===== src/rtl/data_req_issue_pkg.sv =====
// Shared encodings, widths and store-formatting helpers for the data request initiator.
package data_req_issue_pkg;

    localparam int unsigned ADDR_W = 32;
    localparam int unsigned DATA_W = 32;
    localparam int unsigned STRB_W = 4;
    localparam int unsigned SIZE_W = 2;
    localparam int unsigned CNT_W  = 2;

    localparam logic [SIZE_W-1:0] SZ_B = 2'd0;
    localparam logic [SIZE_W-1:0] SZ_H = 2'd1;
    localparam logic [SIZE_W-1:0] SZ_W = 2'd2;

    typedef enum logic [0:0] {
        S_IDLE = 1'b0,
        S_REQ  = 1'b1
    } state_e;

    // Registered bus request payload, held stable while data_req is high
    typedef struct packed {
        logic              wr;
        logic [SIZE_W-1:0] size;
        logic [ADDR_W-1:0] addr;
        logic [STRB_W-1:0] wstrb;
        logic [DATA_W-1:0] wdata;
    } bus_req_t;

    // Size 3 is treated as word for alignment and formatting
    function automatic logic addr_misaligned(input logic [SIZE_W-1:0] size, input logic [1:0] lo);
        logic mis;
        case (size)
            SZ_B:    mis = 1'b0;
            SZ_H:    mis = lo[0];
            SZ_W:    mis = (lo != 2'b00);
            default: mis = (lo != 2'b00);
        endcase
        return mis;
    endfunction

    function automatic logic [STRB_W-1:0] fmt_wstrb(input logic wr, input logic [SIZE_W-1:0] size,
                                                     input logic [1:0] lo);
        logic [STRB_W-1:0] strb;
        case (size)
            SZ_B:    strb = 4'b0001 << lo;
            SZ_H:    strb = lo[1] ? 4'b1100 : 4'b0011;
            default: strb = 4'b1111;
        endcase
        return wr ? strb : '0;
    endfunction

    function automatic logic [DATA_W-1:0] fmt_wdata(input logic [SIZE_W-1:0] size, input logic [DATA_W-1:0] wdata);
        logic [DATA_W-1:0] d;
        case (size)
            SZ_B:    d = {4{wdata[7:0]}};
            SZ_H:    d = {2{wdata[15:0]}};
            default: d = wdata;
        endcase
        return d;
    endfunction

endpackage


===== src/rtl/data_req_issue_req_tag_fifo.sv =====
// req_tag_fifo: two-entry FIFO holding the store/load flag of each in-flight request.
module data_req_issue_req_tag_fifo (
    input  logic clk,
    input  logic reset,
    input  logic i_push,
    input  logic i_push_data,
    input  logic i_pop,
    output logic o_head_c
);

    logic [1:0] r_mem;
    logic       r_wr_ptr;
    logic       r_rd_ptr;

    assign o_head_c = r_mem[r_rd_ptr];

    // Storage and pointers; push and pop may happen in the same cycle
    always_ff @(posedge clk) begin
        if (reset) begin
            r_mem    <= '0;
            r_wr_ptr <= 1'b0;
            r_rd_ptr <= 1'b0;
        end else begin
            if (i_push) begin
                r_mem[r_wr_ptr] <= i_push_data;
                r_wr_ptr        <= ~r_wr_ptr;
            end
            if (i_pop) begin
                r_rd_ptr <= ~r_rd_ptr;
            end
        end
    end

endmodule


===== src/rtl/data_req_issue.sv =====
// Data-memory request initiator: issues loads/stores on the SRAM-like bus,
// tracks up to two in-flight requests and drops responses killed by a flush.
module data_req_issue
    import data_req_issue_pkg::*;
#(
    parameter int unsigned MAX_OUTSTANDING = 2
) (
    input  logic              clk,
    input  logic              reset,
    input  logic              flush,
    input  logic              op_valid,
    output logic              op_ready,
    input  logic              op_wr,
    input  logic [SIZE_W-1:0] op_size,
    input  logic [ADDR_W-1:0] op_addr,
    input  logic [DATA_W-1:0] op_wdata,
    output logic              op_ale,
    output logic              data_req,
    output logic              data_wr,
    output logic [SIZE_W-1:0] data_size,
    output logic [ADDR_W-1:0] data_addr,
    output logic [STRB_W-1:0] data_wstrb,
    output logic [DATA_W-1:0] data_wdata,
    input  logic              data_addr_ok,
    input  logic              data_data_ok,
    input  logic [DATA_W-1:0] data_rdata,
    output logic              resp_valid,
    input  logic              resp_ready,
    output logic              resp_wr,
    output logic [DATA_W-1:0] resp_rdata
);

    state_e            r_state;
    state_e            w_state_next;
    bus_req_t          r_req;
    logic [CNT_W-1:0]  r_outstanding;
    logic [CNT_W-1:0]  r_discard_cnt;
    logic [CNT_W-1:0]  w_outstanding_next;
    logic [CNT_W-1:0]  w_discard_next;
    logic              r_resp_valid;
    logic              r_resp_wr;
    logic [DATA_W-1:0] r_resp_rdata;
    logic              w_ale;
    logic              w_has_room;
    logic              w_op_hs;
    logic              w_addr_hs;
    logic              w_drop;
    logic              w_tag_head;

    // Alignment check is independent of state so the execute stage sees it immediately
    assign w_ale      = op_valid & addr_misaligned(op_size, op_addr[1:0]);
    // A buffered response occupies a slot so the single response register is never overrun
    assign w_has_room = (3'(r_outstanding) + 3'(r_resp_valid)) < 3'(MAX_OUTSTANDING);
    assign op_ready   = (r_state == S_IDLE) & ~flush & ~w_ale & w_has_room;
    assign w_op_hs    = op_valid & op_ready;
    assign w_addr_hs  = (r_state == S_REQ) & data_addr_ok;
    assign w_drop     = data_data_ok & (r_discard_cnt != '0);
    assign op_ale     = w_ale;

    assign data_req   = (r_state == S_REQ);
    assign data_wr    = r_req.wr;
    assign data_size  = r_req.size;
    assign data_addr  = r_req.addr;
    assign data_wstrb = r_req.wstrb;
    assign data_wdata = r_req.wdata;

    assign resp_valid = r_resp_valid;
    assign resp_wr    = r_resp_wr;
    assign resp_rdata = r_resp_rdata;

    data_req_issue_req_tag_fifo u_tag_fifo (
        .clk         (clk),
        .reset       (reset),
        .i_push      (w_addr_hs),
        .i_push_data (r_req.wr),
        .i_pop       (data_data_ok),
        .o_head_c    (w_tag_head)
    );

    // State register
    always_ff @(posedge clk) begin
        if (reset) begin
            r_state <= S_IDLE;
        end else begin
            r_state <= w_state_next;
        end
    end

    // Next state: request stays up until the bus accepts it, flush or not
    always_comb begin
        w_state_next = r_state;
        case (r_state)
            S_IDLE:  if (w_op_hs)      w_state_next = S_REQ;
            S_REQ:   if (data_addr_ok) w_state_next = S_IDLE;
            default: w_state_next = S_IDLE;
        endcase
    end

    // Next in-flight and discard counts; a flush kills everything in flight plus a pending request
    always_comb begin
        w_outstanding_next = r_outstanding;
        w_discard_next     = r_discard_cnt;
        if (w_addr_hs) begin
            w_outstanding_next = w_outstanding_next + CNT_W'(1);
        end
        if (data_data_ok) begin
            w_outstanding_next = w_outstanding_next - CNT_W'(1);
        end
        if (w_drop) begin
            w_discard_next = r_discard_cnt - CNT_W'(1);
        end
        if (flush) begin
            w_discard_next = w_outstanding_next + CNT_W'((r_state == S_REQ) & ~data_addr_ok);
        end
    end

    // Counter registers
    always_ff @(posedge clk) begin
        if (reset) begin
            r_outstanding <= '0;
            r_discard_cnt <= '0;
        end else begin
            r_outstanding <= w_outstanding_next;
            r_discard_cnt <= w_discard_next;
        end
    end

    // Latch the formatted request on the execute-stage handshake
    always_ff @(posedge clk) begin
        if (reset) begin
            r_req <= '0;
        end else if (w_op_hs) begin
            r_req.wr    <= op_wr;
            r_req.size  <= op_size;
            r_req.addr  <= op_addr;
            r_req.wstrb <= fmt_wstrb(op_wr, op_size, op_addr[1:0]);
            r_req.wdata <= fmt_wdata(op_size, op_wdata);
        end
    end

    // Response buffer: flush wins, then a live response, then consumption
    always_ff @(posedge clk) begin
        if (reset) begin
            r_resp_valid <= 1'b0;
            r_resp_wr    <= 1'b0;
            r_resp_rdata <= '0;
        end else if (flush) begin
            r_resp_valid <= 1'b0;
        end else if (data_data_ok && !w_drop) begin
            r_resp_valid <= 1'b1;
            r_resp_wr    <= w_tag_head;
            r_resp_rdata <= data_rdata;
        end else if (resp_ready) begin
            r_resp_valid <= 1'b0;
        end
    end

    // A response with nothing in flight means the bus broke the protocol
    assert property (@(posedge clk) disable iff (reset) data_data_ok |-> (r_outstanding != '0));

endmodule

===== config.mk =====
export PLATFORM = sky130hd
export DESIGN_NAME = data_req_issue
export DESIGN_NICKNAME = d
export VERILOG_FILES = /design/src/rtl/data_req_issue_pkg.sv /design/src/rtl/data_req_issue_req_tag_fifo.sv /design/src/rtl/data_req_issue.sv
export SDC_FILE = /design/constraint.sdc
export NUM_CORES = 1
export LEC_CHECK = 0
export ABC_AREA = 1
export CORE_AREA = 5 5 102 127
export DETAILED_ROUTE_END_ITERATION = 8
export DIE_AREA = 0 0 107 132
export PLACE_DENSITY_LB_ADDON = 0.1
export SKIP_CTS_REPAIR_TIMING = 1
export SLEW_MARGIN = 20
export SYNTH_ARGS = -nofsm -noshare
export SYNTH_HDL_FRONTEND = slang
export SYNTH_SLANG_ARGS = --single-unit

===== constraint.sdc =====
create_clock -name clk -period 1.9 [get_ports clk]
set_input_delay 0.475 -clock clk [delete_from_list [all_inputs] [get_ports clk]]
set_output_delay 0.475 -clock clk [all_outputs]
set_load 0.01 [all_outputs]

# --- Word level (Yosys, flattened, before mapping) ---
# Cells that the tools add are included.
op_classes:
  n_bitwise: 14
  shifts: 1
  div: 0
  n_mux: 19
  n_addsub: 5
  n_reduce_logical: 10
  order_cmp: 4
  multipliers: 0
  eq_ne: 1
op_table:
  columns: ["op", "count"]
  rows:
  - ["$pmux 32 s2", 1]
  - ["$mux 2", 4]
  - ["$mux 4", 2]
  - ["$pmux 4 s2", 1]
  - ["$reduce_bool 2->1", 4]
  - ["$and 1x1->1", 7]
  - ["$mux 1", 7]
  - ["$not 1->1", 5]
  - ["$lt 1x2->1 const B", 2]
  - ["$pmux 1 s2", 2]
  - ["$shl 1x2->4 const A", 1]
  - ["$sub 2x1->2 const B", 2]
  - ["$add 2x1->3", 1]
  - ["$lt 3x2->1 const B", 1]
  - ["$add 2x1->2 const B", 1]
  - ["$add 2x2->2", 1]
  - ["$and 1x2->2", 1]
  - ["$bwmux 2", 1]
  - ["$eq 2x1->1 const B", 1]
  - ["$logic_and 1x1->1", 2]
  - ["$logic_not 2->1", 1]
  - ["$not 1->2", 1]
  - ["$reduce_and 2->1", 1]
  - ["$reduce_or 2->1", 1]
  - ["3 further kinds", 3]
totals:
  mem_count: 0
  latchBits: 0
  elab_cells: 68
  ramBits: 0
  mem_bits_ro: 0
  in_bits: 106
  ff_bits: 114
  out_inout_bits: 108

# --- Longest topological paths before layout ---
depth:
  depth_word: 9
  depth_mapped: 11
  depth_no_buf: 11

# --- Modules after synthesis ---
# From an unflattened synthesis, not the netlist that was laid out.
hier_totals:
  hier_cells: 631
  hier_area_um2: 5097.4
by_module_without_submodules:
  columns: ["mod", "n_inst", "seq_area_each_um2", "cells_per_inst", "area_per_inst_um2"]
  rows:
  - ["data_req_issue", 1, 2202.1, 608, 4934.7]
  - ["data_req_issue_req_tag_fifo", 1, 80.1, 23, 162.7]

# --- Least setup slack after synthesis ---
# Ideal clock, no wire load.
synth_timing:
  path_kind: "input -> output"
  startpoint: "input port op_size[1]"
  endpoint: "output port op_ready"
  t_required_ns: 1.425
  slack_ns: 0.122
  arrival_ns: 1.303
  cell_stages: 7
  n_path_buf: 3
  cell_sequence: "buf_6 inv_2 o21ai_1 nand2_2 and2_1 buf_6 buf_6"
synth_between:
  elab_chain_cells: 6
  elab_cells_between_ends: 7
  classes_between: "eq/ne: 1; mux: 1; bitwise: 4; reduce/logical: 1"
synth_rtl:
  columns: ["element", "line_no", "text"]
  rows:
  - ["start: declaration", "data_req_issue.sv:14", "input logic [SIZE_W-1:0] op_size,"]
  - ["$eq 2x1->1 / $logic_not 2->1 (equally long branches)", "data_req_issue_pkg.sv:31", "case (size)"]
  - ["$pmux 1 s2 *", "data_req_issue_pkg.sv:31", null]
  - ["$and 1x1->1 *", "data_req_issue.sv:51", "assign w_ale = op_valid & addr_misaligned(op_size, op_addr[1:0]);"]
  - ["$not 1->1 *", "data_req_issue.sv:54", "assign op_ready = (r_state == S_IDLE) & ~flush & ~w_ale & w_has_room;"]
  - ["$and 1x1->1 * (2 in a row)", "data_req_issue.sv:54", null]
  - ["end: declaration", "data_req_issue.sv:12", "output logic op_ready,"]
# Mark *: on every way between the ends. The rest lies on a longest branch, timed or not.

# --- Worst setup path in the final report ---
layout_timing:
  startpoint: "register r_state (netlist: data_req)"
  endpoint: "output port op_ready"
layout_between:
  elab_chain_cells: 4
layout_rtl:
  columns: ["element", "line_no", "text"]
  rows:
  - ["start: declaration", "data_req_issue.sv:33", "state_e r_state;"]
  - ["start signal: assignment", "data_req_issue.sv:85", "r_state <= w_state_next;"]
  - ["$not 1->1", null, null]
  - ["$and 1x1->1 (3 in a row)", "data_req_issue.sv:54", null]
# Every way passes these cells.

==> results.toml <==
[outcome]
status = "finished clean"

[power_and_ir_drop]
power_frac_comb_pct = 17.0
powerDensity_mw_per_mm2 = 898.9
p_sw_mw = 1.710
p_int_mw = 5.183
netSwitchingFraction_pct = 24.81
p_clk_share_pct = 45.1
irDropWorstVdd_mv = 0.5684
leakagePower_nw = 3.094
power_frac_seq_pct = 37.9

[detailed_routing]
route.detailed.drc = 0
wl_per_cell_um = 15.51
first_iter_violations = 285
dr_total_vias = 5031
firstDrtPassIters = 5
wirelength_mm = 15.44
antenna_left = 0
via_per_inst = 5.056

[synth]
synthTopCellsByArea = "dfxtp_1, nand2_1, a21oi_1, nand3_1, nor2_1"
ys_types = 25
syn_nets = 735
yosys_register_bits = 114
syn_inst = 627
synth_edf_count = 0
syn_avg_cell_area_um2 = 7.577
netlist_area_mm2 = 0.004751
ys_warn_count = 0
yosysSeqAreaShare_pct = 48.04
synth.largest_area_cell = "dfxtp_1"
synth_top_area_share_pct = 48.04
synth_flop_cell = "dfxtp_1"
async_reset_ff_share_pct = 0

[layout]
final_common_cell = "clkdlybuf4s50_1"
layout_common_cells = "clkdlybuf4s50_1, nand2_1, dfxtp_1"
drive_gt1_share_pct = 10.97
antenna_cells = 0
fin_cells = 995
areaGrowthSynthToFinish_pct = 61.42
stdcell_area_mm2 = 0.007669
final_nets = 952

[floorplanning]
rows = 44
start_util_pct = 41.09
die_w_um = 107
die-area_mm2 = 0.01412
io_pins = 214
core_mm2 = 0.01156
die_y_um = 132

[timing]
grt_setup_unrepaired = "no"
worst_slack_ns = 0.09720
finalSetupViolCount = 0
skew_ns = 0.007476
min_period_over_period_pct = 94.88
max_slew_margin_pct = 40.16
finalHoldWorstSlack_ns = 0.4589
period_needed_ns = 1.803
max_slew.worst_pin.slew_ns = 0.8976
tns_ns = 0
clock.fmax_mhz = 554.7
slew_viol_final = 0
hold_violations = 0

[placement]
numPortBuffers = 213
place_area_mm2 = 0.007039
post-place-ws_ns = -0.8043
dp.cells = 960
place.gp.congestion = 0.8431
hpwl_mm = 10.74

[clocking]
cts_buffers = 17
cts_tree = "built"
clock_latency_ns = 0.40
cts_buffer_depth = 2
cts_max_level = 4
path_clk_slew_ns = 0.05
cts.sinks = 114
clockRootBuffer = "clkbuf_16"

[worst_setup_path]
critPathSlowestCell = "dfxtp_1"
cp_max_fo = 5
cp_cell_sequence = "inv_2 -> nand3_1 -> a21oi_2 -> and2_4 -> clkbuf_2"
cpPeakStageDelay_ns = 0.32
critical_path_required_ns = 1.42
crit_path_start_kind = "flip-flop"
end_kind = "output pin"
crit_arrival_ns = 1.33
path_class = "reg2out"

[global_routing]
grt_max_degree = 80
grt.total_usage_pct = 21.68
antenna_found_initial = 0
grt_pass1_wl_mm = 24.76
grt_pass1_vias = 5022
gr-total-overflow = 0

[hold_path]
min_path_type = "reg2reg"

[job]
maxCapViolCount = 0
-- routing by layer --
layer | vias up | GRT usage [%] | share of wire, %
met4 | 0 | 8.671 | 2.6
li1 | 2503 | - | -
met3 | 31 | 7.300 | 8.6
met1 | 2297 | 25.61 | 40
met5 | - | 0 | 0
met2 | 200 | 35.99 | 48
-- metrics by stage --
step                      util [%]  total power, mW
after floorplan                  -            3.187
after global placement       60.89            3.795
after detailed placement     60.89            3.821
after CTS                    65.88            6.948
after global routing         66.33            7.204
final                        66.33            6.893
-- power by group through the flow --
stage,logic (mW),clock network [mW],registers [mW]
2_1_floorplan,0.474,0,2.71
3_3_place_gp,1.14,0,2.65
3_5_place_dp,1.16,0,2.66
4_1_cts,1.17,3.17,2.61
5_1_grt,1.28,3.30,2.62
6_report,1.17,3.11,2.61
-- worst max-delay path, delay by kind of cell, from the launching register on --
kind,cells,cell delay [ns]
compound gates,1,0.13
buf+inv,2,0.21
flops,1,0.32
simple gates,2,0.27
-- flip-flops by register name, summed over array words and instances (netlist names), 2 cells and up --
name and cells:
data_addr 32, data_size 2, data_wdata 32, data_wstrb 4
r_discard_cnt 2, r_outstanding 2, resp_rdata 32, u_tag_fifo.r_mem 2
-- Yosys cell counts (5+ instances only) --
| cell | number |
|---|---|
| clkbuf_1 | 20 |
| buf_2 | 11 |
| dfxtp_1 | 114 |
| inv_1 | 30 |
| nor2_1 | 72 |
| nand2_1 | 133 |
| a21oi_1 | 83 |
| nand3_2 | 21 |
| o21ai_0 | 46 |
| o211ai_1 | 8 |
| buf_6 | 9 |
| nand3_1 | 59 |
| buf_1 | 5 |
-- cells by family after synthesis --
logic type / after synthesis / synth area share (%)
simple gates: 292 / 28.00
compound gates: 140 / 15.28
flops: 114 / 48.04
buf+inv: 77 / 7.796
xor+xnor: 2 / 0.3688
fa+ha+maj: 2 / 0.5266
-- layout make-up --
| class | count | area (µm²) |
|---|---|---|
| clock buffer | 20 | 436.7 |
| clock inverter | 12 | 140.1 |
| fill | 1021 | 3892 |
| inverter | 32 | 120.1 |
| multi-input combinational | 436 | 2111 |
| sequential | 114 | 2282 |
| tap | 138 | 172.7 |
| timing repair buffer | 243 | 2406 |
-- path summary, 6_finish.rpt --
path                                from                     endpoint  slack (ns)  cells after the start
max                  data_req$_SDFF_PP0_                     op_ready         0.1                      5
min          data_wdata[22]$_SDFFE_PP0P_  data_wdata[22]$_SDFFE_PP0P_        0.46                      2
max reg2reg          data_req$_SDFF_PP0_   data_addr[14]$_SDFFE_PP0P_        0.22                      7
min reg2reg  data_wdata[22]$_SDFFE_PP0P_  data_wdata[22]$_SDFFE_PP0P_        0.46                      2
No activity file was read; power rests on OpenSTA's default activity.
